--- config.mk ---
export PLATFORM = sky130hd
export DESIGN_NAME = uart_memory_loader
export DESIGN_NICKNAME = d
export VERILOG_FILES = /design/src/rtl/uart_memory_loader.sv
export SDC_FILE = /design/constraint.sdc
export NUM_CORES = 1
export LEC_CHECK = 0
export ABC_AREA = 1
export CELL_PAD_IN_SITES_DETAIL_PLACEMENT = 2
export CELL_PAD_IN_SITES_GLOBAL_PLACEMENT = 2
export CORE_ASPECT_RATIO = 0.8
export CORE_UTILIZATION = 32
export CTS_CLUSTER_SIZE = 30
export DETAILED_ROUTE_END_ITERATION = 8
export PLACE_DENSITY = 0.87
export REMOVE_ABC_BUFFERS = 1
export SYNTH_ARGS = -nofsm -noshare
export SYNTH_HDL_FRONTEND = slang
export SYNTH_SLANG_ARGS = --single-unit
--- constraint.sdc ---
create_clock -name CLOCK -period 2.92 [get_ports CLOCK]
set_input_delay 0.584 -clock CLOCK [delete_from_list [all_inputs] [get_ports CLOCK]]
set_output_delay 0.584 -clock CLOCK [all_outputs]
set_load 0.01 [all_outputs]
--- src/rtl/uart_memory_loader.sv ---
// UART (8N1, LSB first) boot loader: assembles little-endian words and writes them to memory_unit.
// Define LOADER_CHECKSUM_EN to require a trailing 8-bit checksum byte after the data words.
module uart_memory_loader #(
    parameter int WTIME      = 10,
    parameter int DATA_WIDTH = 16,
    parameter int ADDR_WIDTH = 16
) (
    input  logic                  CLOCK,
    input  logic                  RESET,
    input  logic                  UART_RX,
    input  logic                  start,
    input  logic [ADDR_WIDTH-1:0] base_address,
    input  logic [ADDR_WIDTH-1:0] word_count,
    output logic                  rw_flag,
    output logic [ADDR_WIDTH-1:0] address,
    output logic [DATA_WIDTH-1:0] write_memory_value,
    output logic                  busy,
    output logic                  done,
    output logic                  frame_error,
    output logic                  checksum_error
);
    localparam int BYTES_PER_WORD = DATA_WIDTH / 8;
    localparam int BIDX_W = (BYTES_PER_WORD > 1) ? $clog2(BYTES_PER_WORD) : 1;
    localparam int TW = $clog2(WTIME);
    localparam logic [TW-1:0] T_FULL = TW'(WTIME - 1);
    localparam logic [TW-1:0] T_HALF = TW'(WTIME / 2 - 1);
    localparam logic [BIDX_W-1:0] LAST_LANE = BIDX_W'(BYTES_PER_WORD - 1);
`ifdef LOADER_CHECKSUM_EN
    localparam bit CK_EN = 1'b1;
`else
    localparam bit CK_EN = 1'b0;
`endif

    typedef enum logic [2:0] {
        IDLE, WAIT_START, START_BIT, DATA_BITS, STOP_BIT, WRITE, DONE
    } state_t;

    state_t state, state_next;

    logic                  rx_meta, rx_sync, armed;
    logic [TW-1:0]         timer;
    logic [2:0]            bit_cnt;
    logic [7:0]            shift_reg;
    logic [BIDX_W-1:0]     byte_idx;
    logic [DATA_WIDTH-1:0] word_buf, new_word;
    logic [ADDR_WIDTH-1:0] count_reg, words_written;
    logic                  half_tick, bit_tick, last_word, checksum_phase;

    assign half_tick      = (timer == T_HALF);
    assign bit_tick       = (timer == T_FULL);
    assign last_word      = ((words_written + ADDR_WIDTH'(1)) == count_reg);
    assign checksum_phase = CK_EN && (words_written == count_reg);

    always_comb begin
        new_word = word_buf;
        new_word[int'(byte_idx) * 8 +: 8] = shift_reg;
    end

    always_ff @(posedge CLOCK) begin
        if (!RESET) state <= IDLE;
        else        state <= state_next;
    end

    always_comb begin
        state_next = state;
        case (state)
            IDLE:       if (start) state_next = (word_count == '0 && !CK_EN) ? DONE : WAIT_START;
            WAIT_START: if (armed && !rx_sync) state_next = START_BIT;
            START_BIT:  if (half_tick) state_next = rx_sync ? WAIT_START : DATA_BITS;
            DATA_BITS:  if (bit_tick && bit_cnt == 3'd7) state_next = STOP_BIT;
            STOP_BIT: begin
                if (bit_tick) begin
                    if (!rx_sync)                   state_next = WAIT_START;
                    else if (checksum_phase)        state_next = DONE;
                    else if (byte_idx == LAST_LANE) state_next = WRITE;
                    else                            state_next = WAIT_START;
                end
            end
            WRITE:      state_next = (last_word && !CK_EN) ? DONE : WAIT_START;
            DONE:       state_next = IDLE;
            default:    state_next = IDLE;
        endcase
    end

    always_comb begin
        rw_flag = (state == WRITE);
        done    = (state == DONE);
        busy    = (state != IDLE);
    end

    // armed means the line was seen high since the last start; a low line then counts as a start edge
    always_ff @(posedge CLOCK) begin
        if (!RESET) begin
            rx_meta            <= 1'b1;
            rx_sync            <= 1'b1;
            armed              <= 1'b0;
            timer              <= '0;
            bit_cnt            <= '0;
            shift_reg          <= '0;
            byte_idx           <= '0;
            word_buf           <= '0;
            count_reg          <= '0;
            words_written      <= '0;
            address            <= '0;
            write_memory_value <= '0;
            frame_error        <= 1'b0;
        end else begin
            rx_meta <= UART_RX;
            rx_sync <= rx_meta;
            if (state == STOP_BIT && bit_tick)       armed <= rx_sync;
            else if (state == WAIT_START && !rx_sync) armed <= 1'b0;
            else if (rx_sync)                         armed <= 1'b1;

            case (state)
                IDLE: begin
                    if (start) begin
                        address       <= base_address;
                        count_reg     <= word_count;
                        words_written <= '0;
                        byte_idx      <= '0;
                        frame_error   <= 1'b0;
                    end
                end
                WAIT_START: begin
                    timer   <= '0;
                    bit_cnt <= '0;
                end
                START_BIT: timer <= half_tick ? '0 : timer + TW'(1);
                DATA_BITS: begin
                    if (bit_tick) begin
                        timer     <= '0;
                        shift_reg <= {rx_sync, shift_reg[7:1]};
                        bit_cnt   <= bit_cnt + 3'd1;
                    end else begin
                        timer <= timer + TW'(1);
                    end
                end
                STOP_BIT: begin
                    if (bit_tick) begin
                        timer <= '0;
                        if (!rx_sync) begin
                            frame_error <= 1'b1;
                        end else if (!checksum_phase) begin
                            word_buf <= new_word;
                            if (byte_idx == LAST_LANE) write_memory_value <= new_word;
                            else                       byte_idx <= byte_idx + BIDX_W'(1);
                        end
                    end else begin
                        timer <= timer + TW'(1);
                    end
                end
                WRITE: begin
                    address       <= address + ADDR_WIDTH'(1);
                    words_written <= words_written + ADDR_WIDTH'(1);
                    byte_idx      <= '0;
                end
                default: ;
            endcase
        end
    end

`ifdef LOADER_CHECKSUM_EN
    logic [7:0] sum;

    always_ff @(posedge CLOCK) begin
        if (!RESET) begin
            sum            <= '0;
            checksum_error <= 1'b0;
        end else if (state == IDLE && start) begin
            sum            <= '0;
            checksum_error <= 1'b0;
        end else if (state == STOP_BIT && bit_tick && rx_sync) begin
            if (checksum_phase) begin
                if ((sum + shift_reg) != 8'd0) checksum_error <= 1'b1;
            end else begin
                sum <= sum + shift_reg;
            end
        end
    end
`else
    assign checksum_error = 1'b0;
`endif

endmodule
Word level (Yosys, flattened, before mapping)
Cells that the tools add are included.
- $add $sub $neg: 6
- eq/ne operators: 18
- shift-type cells: 2
- muxes and demuxes: 32
- reduce and logical (&&, ||, !) cells: 24
- operators by type and width (operator ; count):
    16-bit case mux with 2 select lines ; 2
    4-bit negator with 33-bit output ; 1
    8-bit by 33-bit variable shift with 16-bit output (first input constant) ; 1
    8-bit by 33-bit indexed part select with 16-bit output ; 1
    16-bit by 1-bit adder with 16-bit output (second input constant) ; 2
    16-bit 2-to-1 mux ; 2
    3-bit 2-to-1 mux ; 10
    3-bit case mux with 6 select lines ; 1
    16-bit bitwise mux ; 1
    16-bit equality test ; 1
    16-bit zero test ; 1
    2-bit inequality test (second input constant) ; 8
    3-bit equality test (second input constant) ; 4
    4-bit case mux with 3 select lines ; 1
    4-bit AND reduction ; 3
    3-bit nonzero test ; 4
    1-bit 2-to-1 mux ; 9
    4-bit 2-to-1 mux ; 2
    2-bit AND reduction ; 4
    3-bit by 2-bit equality test with 1-bit output (second input constant) ; 2
    3-bit case mux with 2 select lines ; 1
    2-bit nonzero test ; 3
    5-bit AND reduction ; 1
    4-bit by 1-bit adder with 4-bit output (second input constant) ; 1
    other kinds (13) ; 16
- register bits: 103
- input port bits: 36
- output and inout port bits: 37
- word-level logic and storage cells: 96

Longest topological paths before layout
Gate-level depths: netlist of the first run.
- depth in word-level cells: 5
- gate-level depth with buffers: 16
- gate-level depth less buffers: 16

Worst setup path before layout of the first run
No wires, ideal clock.
- kind: reg2out
- from: register state[2]
- to: output port rw_flag
- arrival: 1152 ps
- data required time: 2336 ps
- setup slack: 1184 ps
- stages on the path, launching flop included: 6
- path buffers: 1
- path through: dfxtp_1 inv_1 nor2_1 nand2_1 clkinv_1 buf_1
- longest elaborated chain between the ends: 1
- ends and longest elaborated chain (item ; RTL line ; text):
    from (decl) ; 38 ; state_t state, state_next;
    from (signal assigned) ; 61 ; else state <= state_next;
    3-bit equality test ; 86 ; rw_flag = (state == WRITE);
    to (decl) ; 14 ; output logic rw_flag,
Every way passes these cells.

Worst setup path in the final report of the first run
Same ends and word-level chain as after synthesis.

==> results of run 1 <==
## per-layer routing
metal,part of all wire [%],vias up,GRT usage [%]
met5,0,-,0
li1,-,2369,-
met1,48,2407,29.45
met3,2.5,12,3.931
met4,1.1,0,5.918
met2,49,64,40.95
## worst max-delay path, cell delays in order (launching register included)
cell and delay [ns]:
dfxtp_1 0.42, inv_1 0.13, nor2_1 0.20, nand2_1 0.18, clkinv_1 0.10, clkdlybuf4s50_1 0.54
## cell usage after synthesis (all sizes together)
cell,number,area (um^2)
nand2,167,641.9
a31oi,7,43.79
dfxtp,95,1902
a211oi,2,15.01
xor2,5,43.79
clkinv,1,3.750
ha,7,87.58
or2,4,25.02
a311oi,1,8.760
nor2,71,346.6
nor3,12,60.06
conb,1,3.750
buf,11,62.56
xnor2,4,35.03
clkbuf,17,63.81
nand3,48,240.2
a21oi,83,426.7
nand4,13,81.33
o211ai,3,22.52
nand3b,3,22.52
inv,70,265.3
o21bai,4,33.78
o21ai,51,259.0
o22ai,1,6.260
o221ai,5,43.79
## report_power, final
group / internal, mW / switching, mW
clock network: 0.591 / 0.575
registers: 1.43 / 0.139
logic: 0.379 / 0.636
## worst min-delay path by stage
stage / start / to / slack, ns
5_1_grt: rx_meta / rx_sync / 0.44
6_report: rx_meta / rx_sync / 0.42
3_5_place_dp: rx_meta / rx_sync / 0.41
3_3_place_gp: rx_meta / rx_sync / 0.40
4_1_cts: rx_meta / rx_sync / 0.43
2_1_floorplan: rx_meta / rx_sync / 0.39
## cell families (layout without fill, tap and decap cells)
family	after synthesis	after routing
other cells	1	1
buf+inv	99	165
simple gates	318	318
xor+xnor	9	9
flops	95	95
compound gates	157	157
fa+ha+maj	7	7
## area by class of cell
type                            count  area [um^2]
Inverter                           71        269.0
Fill cell                        1676         8487
Sequential cell                    95         1902
Clock inverter                      6        51.30
Multi-Input combinational cell    492         2447
Clock buffer                        9        225.2
Tap cell                          184        230.2
Timing Repair Buffer               79        783.3
==> metrics.cfg, run 1 <==
[sta]
slew_violations = 0
max_freq_mhz = 399.5
finalSetupViolCount = 0
rsz0062_at_grt = false
final.setup.worst_slack_ns = 0.4167
slew_headroom_pct = 62.80
fin_crit_sh_pct = 85.73
hold_viol = 0
min_period_ns = 2.503
worstMarginPinSlew_ns = 0.5537
setup-tns-final_ns = 0
whs_ns = 0.4248
finalClockSkew_ns = 0.009300

[synth]
ys_seq_area_share_pct = 40.08
synth_seq_cells = 95
syn_area_um2 = 4745
synth-adder-area-share_pct = 1.846
avgSynthCellArea_um2 = 6.916
synth_compound_area_share_pct = 18.12
yosys_warnings = 0
syn_inst = 686
muxShareOfSynthArea_pct = 0
yosys.area_share.simple_pct = 29.88
synth_top_family_by_area = simple AND/OR/NAND/NOR gates
synth_cell_types = 38
synth-xor-area-share_pct = 1.661

[finish]
final_area_um2 = 5908
final_cell_count_no_fill = 936
utilization_pct = 41.04
syn_to_final_growth_pct = 24.53
mostFrequentLayoutCells = 163 x nand2_1, 95 x dfxtp_1, 80 x a21oi_1
antenna_cells = 0
mostFrequentLayoutCell = nand2_1
layout.nets = 791
drive_gt1_share_pct = 7.846

[grt]
grt_pass1_wl_um = 28030
grt_pass1_vias = 5329
grt_max_degree = 46
grt_use_total_pct = 23.27
antenna_found_initial = 0
grt_overflow = 0

[critical_path]
critical_path.startpoint = state[2]
required_ns = 2.34
cp_max_fo = 4
rrSetupSlack_ns = 0.64
cp-end-kind = primary output
reg2reg_depth = 13
r2r-end = state[1]
r2r_start = words_written[0]
cp-start-kind = register
worstPathArrival_ns = 1.92
crit_path_end = rw_flag
worst-setup-path-type = register to primary output

[die]
dieWidth_um = 138.1
io_pins = 73
die_h_um = 110.9
rows = 39
start_util_pct = 32.96
fp.dieArea_um2 = 15320
coreArea_um2 = 14400

[run_status]
status = complete, but fails checks
violations = design-rule violations

[placed_design]
portBuffers = 71
place_area_um2 = 5632
place_ws_ns = 0.4686
hpwl_um = 12270
gp_congestion = 0.8255
dpl.cell_count = 921

[clocking]
clk_latency_ns = 0.36
cts.path.max_buffers = 2
h-tree-depth = 3
cts.clk_slew.worst_paths_ns = 0.07
cts_tree = built
post-cts-setup-buffers = 0
ctsResizeCount = 0
numCtsBuffers = 9
ctsHoldBuffers = 0
numClockSinks = 95
cts_root_buf = clkbuf_16

[min_path]
min_path_cells = 1
hold_path.class = register to register

[power_and_ir_drop]
p_per_area_nw_per_um2 = 634.4
power.leakage_nw = 2.234
p_total_mw = 3.748
peakVddDrop_v = 0.0003447

[drt]
dr_total_vias = 4852
drcViolationCount = 4
ant_nets = 0
routed_wirelength_um = 17080
wire_per_inst_um = 18.25
drt-initial-drc-count = 157
firstDrtPassIters = 6
post_drt_via_cell_ratio = 5.184

[flow_run]
drv_cap = 0

Power figures use the tool's default switching activity.
==> run 2: changes to the inputs <==
REMOVE_ABC_BUFFERS = not set   (was 1)
==> run 2 against run 1 <==
- flip-flop and latch count unchanged
- the flow still finishes with violations (design-rule violations)
- first-iteration DRC count up 43%
- clock skew down 0.0010 ns
- sequential power about the same
- worst hold slack better by 0.011 ns
- combinational power up 4%
- largest power group unchanged
- sequential share of layout area down 0.14 points
- core utilization up 0.18 points
- critical path type is now register to register
- largest cell class unchanged
- highest routed layer unchanged
- cell count up 0.21%
==> metrics.cfg, run 2 (same netlist as run 1, synthesis figures left out) <==
[finish]
mostFrequentLayoutCell = nand2_1
layout.nets = 792  ; +0.13%
final_area_um2 = 5934  ; +0.44%
utilization_pct = 41.23  ; +0.18 points
syn_to_final_growth_pct = 25.08
mostFrequentLayoutCells = 163 x nand2_1, 95 x dfxtp_1, 80 x a21oi_1
final_cell_count_no_fill = 938  ; +0.21%
antenna_cells = 0  ; unchanged
drive_gt1_share_pct = 8.090  ; +0.24 points

[critical_path]
max_stage_delay_ns = 0.48  ; -0.06 ns
crit_chain = ha_1 > nand3_1 > nor2_2 > nand3_1 > nand2_1 > nand3_1 > nand2_1 > nand2_1 > nor2_1 > nand4_1 > nand2_1 > nand2_1 > a21oi_2
crit_top_cell = nand2_1
cp_max_fo = 6  ; +2
cp-end-kind = register
rrSetupSlack_ns = 0.44  ; -0.20 ns
crit_slowest_cell = dfxtp_1
worstPathArrival_ns = 2.77  ; +0.85 ns
worst-setup-path-type = register to register
cp_top_family = simple AND/OR/NAND/NOR gates
required_ns = 3.21  ; +0.87 ns
path_buf_inv = 0  ; -3
cp-start-kind = register

[drt]
ant_nets = 0  ; unchanged
firstDrtPassIters = 6  ; unchanged
routed_wirelength_um = 16770  ; -1.8%
dr_total_vias = 4976  ; +2.6%
wire_per_inst_um = 17.88  ; -2.0%
drcViolationCount = 14  ; +10
post_drt_via_cell_ratio = 5.305  ; +2.3%
drt-initial-drc-count = 225  ; +43%

[run_status]
violations = design-rule violations
status = complete, but fails checks

[clocking]
ctsHoldBuffers = 0  ; unchanged
numClockSinks = 95  ; unchanged
cts.clk_slew.worst_paths_ns = 0.08  ; about the same
clk_latency_ns = 0.36  ; about the same
h-tree-depth = 3  ; unchanged
ctsResizeCount = 0  ; unchanged
cts_tree = built
cts.path.max_buffers = 2  ; unchanged
cts_root_buf = clkbuf_16
post-cts-setup-buffers = 0  ; unchanged
numCtsBuffers = 9  ; unchanged

[sta]
finalClockSkew_ns = 0.008295  ; -0.001005 ns
rsz0062_at_grt = false
min_period_ns = 2.479  ; -0.02448 ns
slew_headroom_pct = 63.19  ; +0.38 points
finalSetupViolCount = 0  ; unchanged
fin_crit_sh_pct = 84.89  ; -0.84 points
slew_violations = 0  ; unchanged
max_freq_mhz = 403.4  ; +0.99%
whs_ns = 0.4355  ; +0.01073 ns
hold_viol = 0  ; unchanged
setup-tns-final_ns = 0  ; unchanged
final.setup.worst_slack_ns = 0.4412  ; +0.02448 ns
worstMarginPinSlew_ns = 0.5480  ; -0.005716 ns

[placed_design]
dpl.cell_count = 922  ; +0.11%
gp_congestion = 0.8102  ; -1.9%
hpwl_um = 12330  ; +0.45%
portBuffers = 71  ; unchanged
place_area_um2 = 5639  ; +0.13%
place_ws_ns = 0.4971  ; +0.02855 ns

[grt]
grt_use_total_pct = 22.90  ; -0.36 points
antenna_found_initial = 0  ; unchanged
grt_overflow = 0  ; unchanged
grt_pass1_vias = 5372  ; +0.81%
grt_pass1_wl_um = 27520  ; -1.8%
grt_max_degree = 46  ; unchanged

[synth]
syn_nets = 729

[die]
io_pins = 73  ; unchanged
start_util_pct = 32.96  ; unchanged
dieWidth_um = 138.1  ; unchanged
rows = 39  ; unchanged
die_h_um = 110.9  ; unchanged
fp.dieArea_um2 = 15320  ; unchanged
coreArea_um2 = 14400  ; unchanged

[power_and_ir_drop]
peakVddDrop_v = 0.0002932  ; -15%
power.leakage_nw = 2.245  ; +0.46%
p_per_area_nw_per_um2 = 645.2  ; +1.7%
p_total_mw = 3.829  ; +2.2%

[min_path]
hold_path.class = register to register

[flow_run]
drv_cap = 0  ; unchanged

## run 2: changes by cell type in the layout (fill, tap and decap cells not counted), sizes merged
cell      before  now
clkbuf         9   10
clkinvlp       0    1
clkinv         2    1
buf            8    9
## run 2: final cells by class
cell class	count	area, um^2
inverter	71	269.0
clock inverter	6	56.30
tap	184	230.2
sequential	95	1902
fill	1686	8461
multi-input combinational	492	2447
clock buffer	10	239.0
timing repair buffer	80	790.8
## run 2: final timing paths
kind                          from  endpoint  cells past startpoint
setup / recovery  words_written[0]  state[1]                     13
hold / removal             rx_meta   rx_sync                      1
setup reg to reg  words_written[0]  state[1]                     13
hold reg to reg            rx_meta   rx_sync                      1
## run 2: routing by layer
metal	track usage (%)	wire length, um	vias up
li1	-	-	2389
met1	28.12	7669	2491
met2	41.02	8303	83
met3	5.097	635	13
met4	4.569	161	0
met5	0	0	-
## run 2: worst register-to-register path, cell delays in order, from the launching register on
cell	delay, ns
dfxtp_1	0.48
ha_1	0.28
nand3_1	0.19
nor2_2	0.25
nand3_1	0.15
nand2_1	0.11
nand3_1	0.07
nand2_1	0.07
nand2_1	0.09
nor2_1	0.16
nand4_1	0.18
nand2_1	0.14
nand2_1	0.09
a21oi_2	0.16
## run 2: power breakdown
group          internal (mW)  switching [mW]
clock                  0.623           0.588
combinational          0.391           0.661
sequential              1.43           0.137
total                   2.44            1.39
==> run 3: changes to the inputs <==
CORE_UTILIZATION = 30   (was 32)
PLACE_DENSITY = 0.82   (was 0.87)
clock period = 2.4 ns   (was 2.92 ns; I/O delays follow)
==> run 3 against run 2 <==
- the run now ends clean
- worst hold slack worse by 0.017 ns
- combinational power up 23%
- die area up 6.6%
- critical path type is now register to primary output
- largest cell class unchanged
==> metrics.cfg, run 3 (same netlist as run 1, synthesis figures left out) <==
[sta]
slew_headroom_pct = 64.97  ; +1.8 points
slew_violations = 0  ; unchanged
rsz0062_at_grt = true
worstMarginPinSlew_ns = 0.5214  ; -0.02664 ns
whs_ns = 0.4190  ; -0.01651 ns
fin_crit_sh_pct = 93.20
finalSetupViolCount = 0  ; unchanged
min_period_ns = 2.237
finalClockSkew_ns = 0.01353  ; +0.005233 ns
max_freq_mhz = 447.1
hold_viol = 0  ; unchanged

[clocking]
cts_tree = built
numCtsBuffers = 9  ; unchanged
cts.path.max_buffers = 2  ; unchanged
h-tree-depth = 3  ; unchanged
post-cts-setup-buffers = 0  ; unchanged
cts_root_buf = clkbuf_16
clk_latency_ns = 0.36  ; about the same
cts.clk_slew.worst_paths_ns = 0.08  ; about the same
numClockSinks = 95  ; unchanged

[power_and_ir_drop]
p_total_mw = 4.669  ; +22%
peakVddDrop_v = 0.0003473  ; +18%
power.leakage_nw = 2.272  ; +1.2%
p_per_area_nw_per_um2 = 772.2  ; +20%

[flow_run]
drv_cap = 0  ; unchanged

[critical_path]
cp-start-kind = register
cp_max_fo = 4  ; -2
required_ns = 1.92  ; -1.29 ns
worstPathArrival_ns = 1.76  ; -1.01 ns
cp-end-kind = primary output
worst-setup-path-type = register to primary output

[min_path]
hold_path.class = register to register

[drt]
dr_total_vias = 4871  ; -2.1%
wire_per_inst_um = 17.59  ; -1.6%
ant_nets = 0  ; unchanged
post_drt_via_cell_ratio = 5.037  ; -5.0%
firstDrtPassIters = 4  ; -2
routed_wirelength_um = 17010  ; +1.4%
drcViolationCount = 0  ; -14
drt-initial-drc-count = 122  ; -46%

[grt]
grt_use_total_pct = 22.18  ; -0.72 points
grt_pass1_vias = 5323  ; -0.91%
grt_max_degree = 46  ; unchanged
grt_pass1_wl_um = 27700  ; +0.62%
grt_overflow = 0  ; unchanged
antenna_found_initial = 0  ; unchanged

[placed_design]
dpl.cell_count = 951  ; +3.1%
hpwl_um = 12530  ; +1.6%
portBuffers = 71  ; unchanged
gp_congestion = 0.8878  ; +9.6%

[finish]
final_cell_count_no_fill = 967  ; +3.1%
layout.nets = 795  ; +0.38%
drive_gt1_share_pct = 9.115  ; +1.0 points
mostFrequentLayoutCell = nand2_1
mostFrequentLayoutCells = 163 x nand2_1, 93 x dfxtp_1, 80 x a21oi_1
syn_to_final_growth_pct = 27.45
antenna_cells = 0  ; unchanged

[die]
coreArea_um2 = 15210  ; +5.7%
io_pins = 73  ; unchanged
dieWidth_um = 142.6  ; +3.2%
rows = 40  ; +2.6%
die_h_um = 114.5  ; +3.2%
start_util_pct = 31.18  ; -1.8 points
fp.dieArea_um2 = 16320  ; +6.6%

[run_status]
status = finished clean

[synth]
syn_nets = 729  ; unchanged

-- run 3: changes by cell type in the layout (fill, tap and decap cells not counted), sizes merged --
cell  delta
buf      +3
-- run 3: layout make-up --
| type | instances | area (um^2) |
|---|---|---|
| fill | 1821 | 9168 |
| multi-input combinational | 492 | 2465 |
| sequential | 95 | 1904 |
| timing repair buffer | 83 | 850.8 |
| inverter | 71 | 269.0 |
| tap | 210 | 262.8 |
| clock buffer | 10 | 239.0 |
| clock inverter | 6 | 56.30 |
-- run 3: final timing paths --
kind / slack, ns / from / cells after the start / to
hold reg to reg: 0.42 / rx_meta / 1 / rx_sync
setup reg to reg: 0.19 / words_written[0] / 13 / state[1]
setup / recovery: 0.16 / state[2] / 5 / rw_flag
hold / removal: 0.42 / rx_meta / 1 / rx_sync
-- run 3: metal layers --
| metal | vias up | GRT usage [%] | share of wire, % |
|---|---|---|---|
| met5 | - | 0 | 0 |
| met4 | 0 | 8.244 | 2.3 |
| met3 | 27 | 4.224 | 3.8 |
| met2 | 81 | 38.76 | 49 |
| met1 | 2380 | 27.02 | 45 |
| li1 | 2383 | - | - |
-- run 3: through the flow --
step	worst slack [ns]	setup TNS, ns	instance area [um^2]	utilization [%]
floorplan	0.6996	0	4745	-
global placement	0.1966	0	5732	37.67
detailed placement	0.1326	0	5732	37.67
CTS	0.01186	0	6027	39.61
global route	-0.01028	-0.01028	6047	39.75
finish	0.1633	0	6047	39.75
-- run 3: repair_timing --
item | CTS | global route
endpoints found under the setup margin | 0 | 6
hold buffers | 0 | 0
gates resized for setup | 0 | 7
-- run 3: power by group --
group          switching [mW]  leakage [nW]  internal [mW]
Combinational           0.782          1.35          0.512
Clock                   0.710         0.144          0.758
Sequential              0.169         0.774           1.74
Total                    1.66          2.27           3.01
-- run 3: critical path, stage by stage, from the launching register on --
cell and delay [ns]:
dfxtp_2 0.39, inv_1 0.12, nor2_2 0.13, nand2_1 0.09, clkinv_1 0.12, clkdlybuf4s50_1 0.55
